`config.mk`:
```
export PLATFORM = sky130hd
export DESIGN_NAME = rvfi_retire_serializer
export DESIGN_NICKNAME = d
export VERILOG_FILES = /design/src/rtl/rvfi_retire_serializer.sv
export SDC_FILE = /design/constraint.sdc
export NUM_CORES = 1
export LEC_CHECK = 0
export CORE_MARGIN = 1
export CORE_UTILIZATION = 35
export DETAILED_ROUTE_END_ITERATION = 8
export DONT_BUFFER_PORTS = 1
export GPL_TIMING_DRIVEN = 0
export PLACE_DENSITY_LB_ADDON = 0.2
export SYNTH_ARGS = -nofsm -noshare
export SYNTH_HDL_FRONTEND = slang
export SYNTH_SLANG_ARGS = --single-unit
```
`constraint.sdc`:
```
create_clock -name clock -period 7.2 [get_ports clock]
set_clock_uncertainty 0.15 [all_clocks]
set_input_delay 1.08 -clock clock [delete_from_list [all_inputs] [get_ports clock]]
set_output_delay 1.08 -clock clock [all_outputs]
set_load 0.01 [all_outputs]
```
`src/rtl/rvfi_retire_serializer.sv`:
```
// Reorders out-of-order retire records by order number and emits in-order RVFI
// packets on NRET channels; stops emitting for good once a halt record retires.
module rvfi_retire_serializer #(
    parameter int NRET  = 1,
    parameter int ILEN  = 32,
    parameter int DEPTH = 8
) (
    input  logic                      clock,
    input  logic                      reset,
    input  logic                      in_valid,
    output logic                      in_ready,
    input  logic [63:0]               in_order,
    input  logic [ILEN-1:0]           in_insn,
    input  logic                      in_trap,
    input  logic                      in_halt,
    output logic [NRET-1:0]           rvfi_valid,
    output logic [NRET*64-1:0]        rvfi_order,
    output logic [NRET*ILEN-1:0]      rvfi_insn,
    output logic [NRET-1:0]           rvfi_trap,
    output logic [NRET-1:0]           rvfi_halt,
    output logic [$clog2(DEPTH):0]    pending,
    output logic                      halted
);
    localparam int AW = $clog2(DEPTH);
    localparam int PW = AW + 1;
    localparam int KW = $clog2(NRET + 1);

    typedef enum logic {RUN, HALTED} state_t;

    state_t                        state_q, state_d;
    logic [63:0]                   head_q, head_d;
    logic [DEPTH-1:0]              occ_q, occ_d;
    logic [DEPTH-1:0][ILEN-1:0]    slot_insn_q, slot_insn_d;
    logic [DEPTH-1:0]              slot_trap_q, slot_trap_d;
    logic [DEPTH-1:0]              slot_halt_q, slot_halt_d;
    logic [PW-1:0]                 pending_q, pending_d;

    logic [NRET-1:0]               valid_q, valid_d;
    logic [NRET*64-1:0]            order_q, order_d;
    logic [NRET*ILEN-1:0]          insn_q, insn_d;
    logic [NRET-1:0]               trap_q, trap_d;
    logic [NRET-1:0]               halt_q, halt_d;

    logic [AW-1:0]                 in_idx;
    logic [63:0]                   in_dist;
    logic                          accept;
    logic [AW-1:0]                 slot;
    logic                          cont;
    logic                          emit_halt;
    logic [KW-1:0]                 emit_cnt;

    // Unsigned distance: orders behind head wrap to huge values and are refused.
    assign in_idx   = in_order[AW-1:0];
    assign in_dist  = in_order - head_q;
    assign in_ready = !reset && (state_q == RUN) && (in_dist < 64'(DEPTH)) && !occ_q[in_idx];
    assign accept   = in_valid && in_ready;

    always_comb begin
        state_d     = state_q;
        head_d      = head_q;
        occ_d       = occ_q;
        slot_insn_d = slot_insn_q;
        slot_trap_d = slot_trap_q;
        slot_halt_d = slot_halt_q;
        valid_d     = '0;
        order_d     = '0;
        insn_d      = '0;
        trap_d      = '0;
        halt_d      = '0;
        slot        = head_q[AW-1:0];
        cont        = 1'b1;
        emit_halt   = 1'b0;
        emit_cnt    = '0;

        if (state_q == RUN) begin
            // Emit the contiguous occupied run at head, ending at a halt record.
            for (int c = 0; c < NRET; c++) begin
                slot = head_q[AW-1:0] + AW'(c);
                if (cont && (c < DEPTH) && occ_q[slot]) begin
                    valid_d[c]               = 1'b1;
                    order_d[c*64 +: 64]      = head_q + 64'(c);
                    insn_d[c*ILEN +: ILEN]   = slot_insn_q[slot];
                    trap_d[c]                = slot_trap_q[slot];
                    halt_d[c]                = slot_halt_q[slot];
                    occ_d[slot]              = 1'b0;
                    emit_cnt                 = emit_cnt + KW'(1);
                    if (slot_halt_q[slot]) begin
                        cont      = 1'b0;
                        emit_halt = 1'b1;
                    end
                end else begin
                    cont = 1'b0;
                end
            end
            head_d = head_q + 64'(emit_cnt);
            if (emit_halt) state_d = HALTED;
        end

        // An accepted slot is unoccupied, so it never collides with an emitted one.
        if (accept) begin
            occ_d[in_idx]       = 1'b1;
            slot_insn_d[in_idx] = in_insn;
            slot_trap_d[in_idx] = in_trap;
            slot_halt_d[in_idx] = in_halt;
        end

        pending_d = pending_q + PW'(accept) - PW'(emit_cnt);
    end

    always_ff @(posedge clock) begin
        if (reset) begin
            state_q   <= RUN;
            head_q    <= '0;
            occ_q     <= '0;
            pending_q <= '0;
            valid_q   <= '0;
            order_q   <= '0;
            insn_q    <= '0;
            trap_q    <= '0;
            halt_q    <= '0;
        end else begin
            state_q     <= state_d;
            head_q      <= head_d;
            occ_q       <= occ_d;
            pending_q   <= pending_d;
            slot_insn_q <= slot_insn_d;
            slot_trap_q <= slot_trap_d;
            slot_halt_q <= slot_halt_d;
            valid_q     <= valid_d;
            order_q     <= order_d;
            insn_q      <= insn_d;
            trap_q      <= trap_d;
            halt_q      <= halt_d;
        end
    end

    assign rvfi_valid = valid_q;
    assign rvfi_order = order_q;
    assign rvfi_insn  = insn_q;
    assign rvfi_trap  = trap_q;
    assign rvfi_halt  = halt_q;
    assign pending    = pending_q;
    assign halted     = (state_q == HALTED);
endmodule

```
# Yosys cells after proc, flatten, opt, wreduce, memory -nomap -nowiden

Index checks and enable logic that the tools add are counted.

Bits in registers: 448
Bits of input ports: 101
Output and inout bits: 105

$add $sub $neg: 4
Order comparisons: 5
Muxes and demuxes: 30
Bitwise gates (word level): 6
Reduce and logical (&&, ||, !) cells: 11

Operator list:

| kind                                                                                 | number |
|---|---|
| 256-bit bitwise mux                                                                  | 1 |
| 32-bit binary-select mux with 3-bit select                                           | 1 |
| 32-bit demux with 3-bit select                                                       | 1 |
| 64-bit by 1-bit adder with 64-bit output                                             | 1 |
| 64-bit by 4-bit less-than comparator with 1-bit output (second input constant)       | 1 |
| 32-bit two-way mux                                                                   | 2 |
| 64-bit subtractor                                                                    | 1 |
| 8-bit two-way mux                                                                    | 3 |
| 8-bit bitwise mux                                                                    | 2 |
| 1-bit two-way mux                                                                    | 14 |
| 1-bit binary-select mux with 3-bit select                                            | 4 |
| 8-bit bitwise AND                                                                    | 1 |
| 3-bit by 4-bit less-than comparator with 1-bit output (second input constant)        | 2 |
| 8-bit inverter                                                                       | 1 |
| 8-bit OR                                                                             | 1 |
| 1-bit demux with 3-bit select                                                        | 2 |
| 3-bit by 1-bit greater-or-equal comparator with 1-bit output (second input constant) | 2 |
| 1-bit logical AND                                                                    | 6 |
| 4-bit by 1-bit adder with 4-bit output                                               | 1 |
| 4-bit by 1-bit subtractor with 4-bit output                                          | 1 |
| 1-bit inverter                                                                       | 3 |
| 3-bit OR reduction                                                                   | 1 |
| 1-bit zero test                                                                      | 2 |
| 2-bit AND reduction                                                                  | 1 |
| 2-bit OR reduction                                                                   | 1 |

# Depth between registers and ports, before layout

Gate-level depths: netlist of the first run.

Depth after elaboration: 10
Mapped depth: 22
Gate-level depth less buffers: 21

# Worst setup path after synthesis of the first run

OpenSTA, ideal clock, no wires.

Path type: input -> register
From: input in_order[5]
To: register slot_halt_q[0] (enable)
Library setup time: 0.468 ns
Data arrival time: 6.367 ns
Path slack: 0.215 ns
Stages: 14
Path through: ha_1 -> a21oi_1 -> o21ai_1 -> o21bai_1 -> a221o_1 -> a221o_1 -> a211o_1 -> a211oi_2 -> xor2_1 -> nand4_1 -> nor4_2 -> nand4_2 -> buf_6 -> nor3_1

Cells in the longest elaborated chain, start to end: 6

Ends and longest elaborated chain:

| what                                                   | RTL line | RTL |
|---|---|---|
| start: declaration                                     | 12       | `input logic [63:0] in_order,` |
| 64-bit subtractor                                      | 54       | `assign in_dist = in_order - head_q;` |
| 64-bit by 4-bit less-than comparator with 1-bit output | 55       | `assign in_ready = !reset && (state_q == RUN) && (in_dist < 64'(DEPTH)) && !occ_q[in_idx];` |
| 1-bit logical AND (2 in series)                        | 55       |  |
| 1-bit logical AND                                      | 56       | `assign accept = in_valid && in_ready;` |
| 2-bit AND reduction (no source line)                   | --       |  |
| end signal: assignment                                 | 128      | `slot_halt_q <= slot_halt_d;` |
| end: declaration                                       | 35       | `logic [DEPTH-1:0] slot_halt_q, slot_halt_d;` |

Every way passes these cells.
A chain may end at the register's enable or synchronous reset.

# Worst setup path after layout of the first run

From: register head_q[2]
To: output in_ready

Cells in the longest elaborated chain, start to end: 4

Ends and longest elaborated chain:

| what                                                   | RTL line | RTL |
|---|---|---|
| start: declaration                                     | 31       | `logic [63:0] head_q, head_d;` |
| start signal: assignment                               | 113      | `head_q <= '0;` |
| start signal: assignment                               | 123      | `head_q <= head_d;` |
| 64-bit subtractor                                      | 54       |  |
| 64-bit by 4-bit less-than comparator with 1-bit output | 55       |  |
| 1-bit logical AND (2 in series)                        | 55       |  |
| end: declaration                                       | 11       | `output logic in_ready,` |

Every way passes these cells.

==> results.ini, run 1 <==
[setup_path]
slowest_stage = a221o_1
crit_required_ns = 5.97
crit_arrival_ns = 5.43
cpMostUsedCell = a221o_1
start_kind = flip-flop
critical-path-max-stage-delay_ns = 0.46
r2r_setup_slack_ns = 0.79
worstPathMaxFanout = 10
path_cells = clkbuf_1 > clkinv_1 > ha_1 > a21oi_1 > o21ai_1 > o21bai_1 > a221o_1 > a221o_1 > a211o_1 > a211oi_2 > xor2_1 > nand4_1 > nor4_2 > nand4_2 > buf_6 > nor2_2
criticalPathCategory = flip-flop to output pin
end_kind = output pin

[floorplan]
io_pins = 206
dieArea_um2 = 58500
die_height_um = 242
die_w_um = 242
core_um2 = 56600
row_count = 87
initial_utilization_pct = 35.6

[timing]
fmax_mhz = 150
whs_ns = 0.344
finalHoldViolCount = 0
relSlewSlack_pct = 28.8
tns_ns = 0
grt_setup_unrepaired = no
worst_slack_ns = 0.540
setup_viol = 0
worst_pin_slew_ns = 1.07
drv_slew = 0
fin_crit_ns = 6.66
final.period_utilization_pct = 92.5

[detailed_routing]
ant_nets = 0
drt-total-wl_um = 63300
vias_per_cell = 5.43
drt-wirelength-per-cell_um = 23.1
dr.pass1.iters = 6
vias = 14900
drt_iter0_drc = 1068
remaining_drc_errors = 0

[power_and_ir_drop]
p_per_area_nw_per_um2 = 238
p_leak_nw = 7.48
ir_drop_mv = 0.198
p_total_w = 0.00553

[layout]
utilization_pct = 41.1
fin_nets = 2111
layout_commonest_cell = edfxtp_1
drive_gt1_share_pct = 7.67
n_fill_cell = 5457
final_cell_mix = edfxtp_1 (272), nor2_1 (197), dfxtp_1 (176)
area_growth_pct = 15.4

[grt]
grt_max_degree = 16
grt_pass1_vias = 15000
grt_pass1_wl_um = 94000
antenna_found_initial = 3
gr-total-overflow = 0
gr-usage-all-layers_pct = 21.2

[synthesis]
synth_top_area_share_pct = 40.6
yosysTopAreaCell = edfxtp_1
synth_nets = 2025
yosysSeqAreaShare_pct = 58.1
netlist_area_um2 = 20100
yosys_warnings = 0
synthArstFlopShare_pct = 0
synth-main-ff-cell = edfxtp_1
syn_inst = 1855
synth_edf_count = 272
synth_seq_cells = 448
syn_area_per_cell_um2 = 10.9
synthTopCellsByArea = edfxtp_1 (41%), dfxtp_1 (18%), ha_1 (4.2%), nor2_1 (3.7%), xnor2_1 (3.4%)
synth_cell_types = 70

[cts]
cts_max_level = 2
clk_root_buffer_cell = clkbuf_16
cts_tree = built
clkTransAtPathRegs_ns = 0.06
post_cts_buffers = 0
clk_path_buf_depth = 3
clk_latency_ns = 0.62
cts_num_sinks = 448
cts_buffers = 48

[outcome]
status = completed

[place]
dp_slack_ns = 0.205
gp_congestion = 0.880
portBuffers = 0
place_hpwl_um = 47200

[worst_hold_path]
hold_class = flip-flop to flip-flop

[run]
maxCapViolations = 0

-- power by group --
group,internal (W),total [W],switching [W]
sequential,0.00272,0.00272,0.00000000000000000282
combinational,0.0000950,0.000297,0.000202
clock,0.00145,0.00252,0.00107
total,0.00426,0.00553,0.00127
-- final timing paths --
path         startpoint          endpoint  depth (start not counted)
max reg2reg   head_q[2]  slot_insn_q[173]                         19
min          head_q[38]    rvfi_order[38]                          2
min reg2reg  head_q[38]    rvfi_order[38]                          2
max           head_q[2]          in_ready                         16
-- kinds of logic after synthesis --
group                    synth area share, %
AO/OA/AOI/OAI                           15.9
XOR/XNOR                                4.44
adder cells (fa/ha/maj)                 4.33
buffers and inverters                   3.56
flip-flops                              58.1
multiplexers                           0.410
AND/OR/NAND/NOR                         13.3
-- what timing repair did --
| item | in CTS | in global routing |
|---|---|---|
| hold buffers | 0 | 0 |
| endpoints found under the setup margin | 0 | 1 |
| gates resized for setup | 0 | 4 |
-- sequential cells by signal (all words and copies together) (netlist names), 4 cells and up --
signal / cells
pending: 4
rvfi_insn: 32
rvfi_order: 64
head_q: 64
slot_insn_q: 256
occ_q: 8
slot_trap_q: 8
slot_halt_q: 8
-- Yosys cell counts (16+ instances only) --
master	n
xnor2_1	79
a22o_1	34
and3_1	16
nor4_1	19
inv_1	87
o21ai_0	76
xor2_1	23
clkbuf_1	82
a221oi_1	34
a21oi_1	110
nand2_1	133
nand4_1	49
dfxtp_1	176
nand3_1	37
ha_1	68
a31oi_1	45
nor2_1	198
a22oi_1	75
edfxtp_1	272
nor3_1	48
-- layout make-up --
| class | instances | area [µm²] | share of cell area [%] |
|---|---|---|---|
| Buffer | 96 | 388 | 1.67 |
| Antenna cell | 4 | 10.0 | 0.0431 |
| Tap cell | 756 | 946 | 4.07 |
| Sequential cell | 448 | 11700 | 50.3 |
| Inverter | 88 | 330 | 1.42 |
| Multi-Input combinational cell | 1223 | 7790 | 33.5 |
| Clock buffer | 71 | 1380 | 5.93 |
| Clock inverter | 19 | 249 | 1.07 |
| Timing Repair Buffer | 36 | 454 | 1.95 |
-- metrics by stage --
stage | cell area (µm²) | std cells
2_1_floorplan | 20100 | 1855
3_3_place_gp | 21100 | 2611
3_5_place_dp | 21600 | 2647
4_1_cts | 23200 | 2737
5_1_grt | 23200 | 2737
6_report | 23200 | 2741
-- critical path: cells and delay by family (launching register included) --
family	cells	cell delay (ns)
adders and majority gates	1	0.31
DFF	1	0.31
AOI/OAI and AO/OA	7	1.88
xor gates and xnor gates	1	0.31
buffers and inverters	3	0.90
and+or+nand+nor	4	1.08
-- metal layers --
metal / part of all wire (%) / global-route usage [%]
met1: 41 / 25.9
met2: 49 / 36.5
met3: 6.7 / 4.99
met4: 3.0 / 7.22
met5: 0 / 0
Power figures use the tool's default switching activity.
==> run 2, diff against run 1 <==
- CORE_UTILIZATION: 35 -> 58
==> run 2 against run 1 <==
Effect of this change:
- sequential power is essentially flat
- routed wire length down 9.9%
- flip-flop and latch count unchanged
- die area is 39% lower
- global-route usage is 11 points higher
- worst hold slack better by 0.015 ns
- sequential share of layout area is 1.6 points higher
- total power decreased by 4.9%
- critical path depth is the same
- non-clock buffer count shrank 3
- combinational power shrank 2%
- first-iteration DRC count increased by 23%
- critical path type unchanged
==> results.ini, run 2 (synthesis gave the netlist of run 1 again) <==
[outcome]
status = completed

[setup_path]
end_kind = output pin
crit_arrival_ns = 5.62
reg2reg_depth = 19
worstPathMaxFanout = 10
criticalPathCategory = flip-flop to output pin
startpoint = head_q[2]
crit_required_ns = 5.97
setup.worst_path.end = in_ready
r2r_setup_slack_ns = 0.69
timing.rr.start = head_q[2]
start_kind = flip-flop
rr_endpoint = slot_insn_q[202]

[grt]
grt_pass1_wl_um = 86500
antenna_found_initial = 0
grt_pass1_vias = 15300
gr-usage-all-layers_pct = 32.1
gr-total-overflow = 0
grt_max_degree = 16

[timing]
fin_crit_ns = 6.85
drv_slew = 0
setup_viol = 0
finalHoldViolCount = 0
worst_pin_slew_ns = 1.33
final.period_utilization_pct = 95.2
fmax_mhz = 146
grt_setup_unrepaired = no
relSlewSlack_pct = 11.5
worst_slack_ns = 0.348
tns_ns = 0

[layout]
layout_commonest_cell = edfxtp_1
antenna_cells = 0
final_cell_mix = edfxtp_1 (272), nor2_1 (198), dfxtp_1 (176)
fin_nets = 2103
largest_register_ffs = 256
utilization_pct = 66.5
area_growth_pct = 11.9
drive_gt1_share_pct = 6.67
final_area_um2 = 22500
largest-register = slot_insn_q

[power_and_ir_drop]
swShare_pct = 22.3
netSwitchingPower_w = 0.00117
clockPowerShare_pct = 42.9
ir_drop_mv = 0.217
internal_power_w = 0.00409
seqPwrFrac_pct = 51.6
p_leak_nw = 7.32
pwr-share-comb_pct = 5.5
p_total_w = 0.00526
p_per_area_nw_per_um2 = 234

[floorplan]
core_um2 = 33900
die_height_um = 188
row_count = 67
initial_utilization_pct = 59.4
dieArea_um2 = 35500
die_w_um = 188
io_pins = 206

[run]
maxCapViolations = 0

[cts]
clkTransAtPathRegs_ns = 0.06
post_cts_buffers = 0
cts_num_sinks = 448
clk_latency_ns = 0.60
cts-resized-gates = 0
cts_buffers = 43
clk_root_buffer_cell = clkbuf_16
cts_max_level = 2
cts_hold_buf = 0
clk_path_buf_depth = 3
cts_tree = built

[detailed_routing]
remaining_drc_errors = 0
dr.pass1.iters = 7
vias = 15400
drt-total-wl_um = 57000
drt_iter0_drc = 1313
ant_nets = 0
vias_per_cell = 6.38
drt-wirelength-per-cell_um = 23.6

[worst_hold_path]
hold_class = flip-flop to flip-flop

[place]
place_hpwl_um = 41600
portBuffers = 0
placed_cell_area_um2 = 21100
gp_congestion = 0.970
dp_slack_ns = 0.407

## run 2: through the flow
stage / hold slack [ns] / std cells
finish: 0.359 / 2413
global route: 0.376 / 2413
global placement: 0.335 / 2303
CTS: 0.349 / 2412
floorplan: 0.302 / 1855
detailed placement: 0.342 / 2335
## run 2: critical path, cell delays in order, from the launching register on
cell and delay, ns:
dfxtp_1 0.31, clkbuf_1 0.30, clkinv_1 0.31, ha_1 0.42, a21o_1 0.21, a31oi_1 0.25, o21a_1 0.26, o21ai_0 0.18
a21o_1 0.23, a211oi_1 0.41, o21ai_0 0.28, a21oi_1 0.33, o31ai_1 0.13, xnor2_1 0.16, nand3_1 0.38, clkbuf_1 0.42
nor2_1 0.45
## run 2: worst min-delay path by stage
stage / startpoint / to / slack, ns / cells after the start
2_1_floorplan: head_q[18] / rvfi_order[18] / 0.30 / 2
3_3_place_gp: occ_q[0] / occ_q[0] / 0.33 / 2
3_5_place_dp: head_q[30] / rvfi_order[30] / 0.34 / 2
4_1_cts: head_q[30] / rvfi_order[30] / 0.35 / 2
5_1_grt: head_q[30] / rvfi_order[30] / 0.38 / 2
6_report: head_q[25] / rvfi_order[25] / 0.36 / 2
## run 2: cell type report
type	count	area (µm²)
plain buffers	96	387
flip-flops and latches	448	11700
inverters	88	330
repair buffers	33	387
clock inverters	16	179
clock buffers	61	1200
fillers	2580	11300
multi-input cells	1223	7780
well taps	448	561
## run 2: power groups by stage
stage	sequential, W	combinational, W	clock [W]
3_3_place_gp	0.00277	0.000282	0
3_5_place_dp	0.00277	0.000283	0
6_report	0.00272	0.000290	0.00225
2_1_floorplan	0.00277	0.000205	0
4_1_cts	0.00272	0.000285	0.00227
5_1_grt	0.00271	0.000319	0.00236
## run 2: routing by layer
metal | global-route usage [%] | vias up | routed length [µm]
li1 | - | 7040 | -
met1 | 38.7 | 7435 | 21700
met2 | 54.9 | 732 | 27700
met3 | 5.92 | 178 | 4870
met4 | 16.3 | 0 | 2750
met5 | 0 | - | 0
==> run 3, diff against run 2 <==
- CORE_MARGIN: 1 -> 2
==> run 3 against run 2 <==
Effect of this change:
- routed wire length grew 0.37%
- register-to-register slack is essentially flat
- clock power grew 8%
- worst hold slack lost 0.0086 ns
- global-route usage shrank 0.74 points
- largest power group unchanged
- highest routed layer unchanged
==> results.ini, run 3 (synthesis gave the netlist of run 1 again) <==
[detailed_routing]
met3RoutedLength_um = 4350
wl_met1_um = 22200
drt-wirelength-per-cell_um = 23.6
ant_nets = 0
routed.top_layer = met4
route.met2.wl_um = 28200
remaining_drc_errors = 0
drt-total-wl_um = 57200
dr.pass1.iters = 5
vias = 15300
drt_iter0_drc = 1286
vias_per_cell = 6.32

[floorplan]
io_pins = 206
die_height_um = 190
dieArea_um2 = 36200
core_um2 = 34400
initial_utilization_pct = 58.6
die_w_um = 190
row_count = 68

[setup_path]
crit_arrival_ns = 5.57
startpoint = head_q[8]
timing.rr.start = head_q[8]
start_kind = flip-flop
reg2reg_depth = 19
rr_endpoint = slot_insn_q[93]
r2r_setup_slack_ns = 0.70
end_kind = output pin
setup.worst_path.end = in_ready
worstPathMaxFanout = 10
criticalPathCategory = flip-flop to output pin
crit_required_ns = 5.97

[layout]
antenna_cells = 0
seqCellArea_um2 = 11700
area_growth_pct = 12.7
multiInputGateArea_um2 = 7790
largest_register_ffs = 256
layout_commonest_cell = edfxtp_1
fin_nets = 2103
largest-register = slot_insn_q
utilization_pct = 66.0
drive_gt1_share_pct = 7.37
final_cell_mix = edfxtp_1 (272), nor2_1 (198), dfxtp_1 (176)
final_area_um2 = 22700
n_fill_cell = 2672

[timing]
drv_slew = 0
worst_pin_slew_ns = 1.38
setup_viol = 0
relSlewSlack_pct = 7.16
grt_setup_unrepaired = no
worst_slack_ns = 0.396
final.period_utilization_pct = 94.5
finalHoldViolCount = 0
fmax_mhz = 147
fin_crit_ns = 6.80
whs_ns = 0.350

[place]
placed_cell_area_um2 = 21100
portBuffers = 0
gp_congestion = 0.952
dp_slack_ns = 0.192
place_hpwl_um = 41700

[cts]
cts_buffers = 44
cts-resized-gates = 0
clkTransAtPathRegs_ns = 0.06
post_cts_buffers = 0
clk_latency_ns = 0.59
cts_num_sinks = 448
cts_hold_buf = 0
clk_root_buffer_cell = clkbuf_16
cts_max_level = 2
clk_path_buf_depth = 3
cts_tree = built

[grt]
antenna_found_initial = 1
grt_pass1_vias = 15200
gr-usage-all-layers_pct = 31.3
gr-total-overflow = 0
grt_max_degree = 16
grt_pass1_wl_um = 86000

[power_and_ir_drop]
p_leak_nw = 7.40
p_total_w = 0.00543
p_per_area_nw_per_um2 = 239
ir_drop_mv = 0.243

[outcome]
status = completed

[run]
maxCapViolations = 0

[worst_hold_path]
hold_class = flip-flop to flip-flop

run 3: cell count changes in the layout (fill, tap and decap cells not counted), moves of 2 or more:
cell,previous run,this run
bufinv_16,3,5
clkbuf_8,4,9
buf_6,29,25
clkinv_1,3,1
buf_8,5,8
clkbuf_1,95,86
clkinv_2,6,11
run 3: area by class of cell:
class                      count  area share [%]
inverter                      88            1.46
timing repair buffer          32            1.70
buffer                        96            1.70
clock inverter                22            1.22
sequential                   448            51.5
multi-input combinational   1223            34.3
tap                          455            2.51
clock buffer                  58            5.57
run 3: how the worst min path moves through the flow:
stage                     slack (ns)  depth (start not counted)             end        from
final                           0.35                          2  rvfi_order[25]  head_q[25]
after global routing            0.37                          2        occ_q[1]    occ_q[1]
after CTS                       0.34                          2  rvfi_order[38]  head_q[38]
after detailed placement        0.33                          2  rvfi_order[38]  head_q[38]
after global placement          0.34                          2      head_q[18]  head_q[18]
after floorplan                 0.30                          2  rvfi_order[18]  head_q[18]
run 3: metrics by stage:
step                      std cells  TNS [ns]
after floorplan                1855         0
after global placement         2310   -848.04
after detailed placement       2342         0
after CTS                      2422         0
after global routing           2422         0
final                          2422         0
run 3: where the power goes:
| group | internal, W | total (W) | switching, W | leakage, nW |
|---|---|---|---|---|
| clock | 0.00143 | 0.00242 | 0.000993 | 0.762 |
| combinational | 0.0000944 | 0.000292 | 0.000197 | 2.78 |
| sequential | 0.00272 | 0.00272 | 0.00000000000000000235 | 3.86 |
| total | 0.00424 | 0.00543 | 0.00119 | 7.40 |
run 3: critical path, cell delays in order, from the launching register on:
cell      delay (ns)
dfxtp_1         0.45
inv_1           0.10
ha_1            0.28
clkbuf_1        0.32
a21oi_1         0.19
o21ai_0         0.37
a21oi_1         0.16
a211oi_1        0.39
o31ai_2         0.18
a21oi_1         0.34
nor2b_1         0.14
o21ai_0         0.44
o21ai_0         0.21
xnor2_1         0.18
nand3_1         0.37
clkbuf_1        0.43
nor2_1          0.44
run 3: layer usage:
metal,vias up,global-route usage (%)
met5,-,0
met2,684,54.1
met4,0,14.5
li1,7045,-
met1,7407,37.6
met3,162,6.46
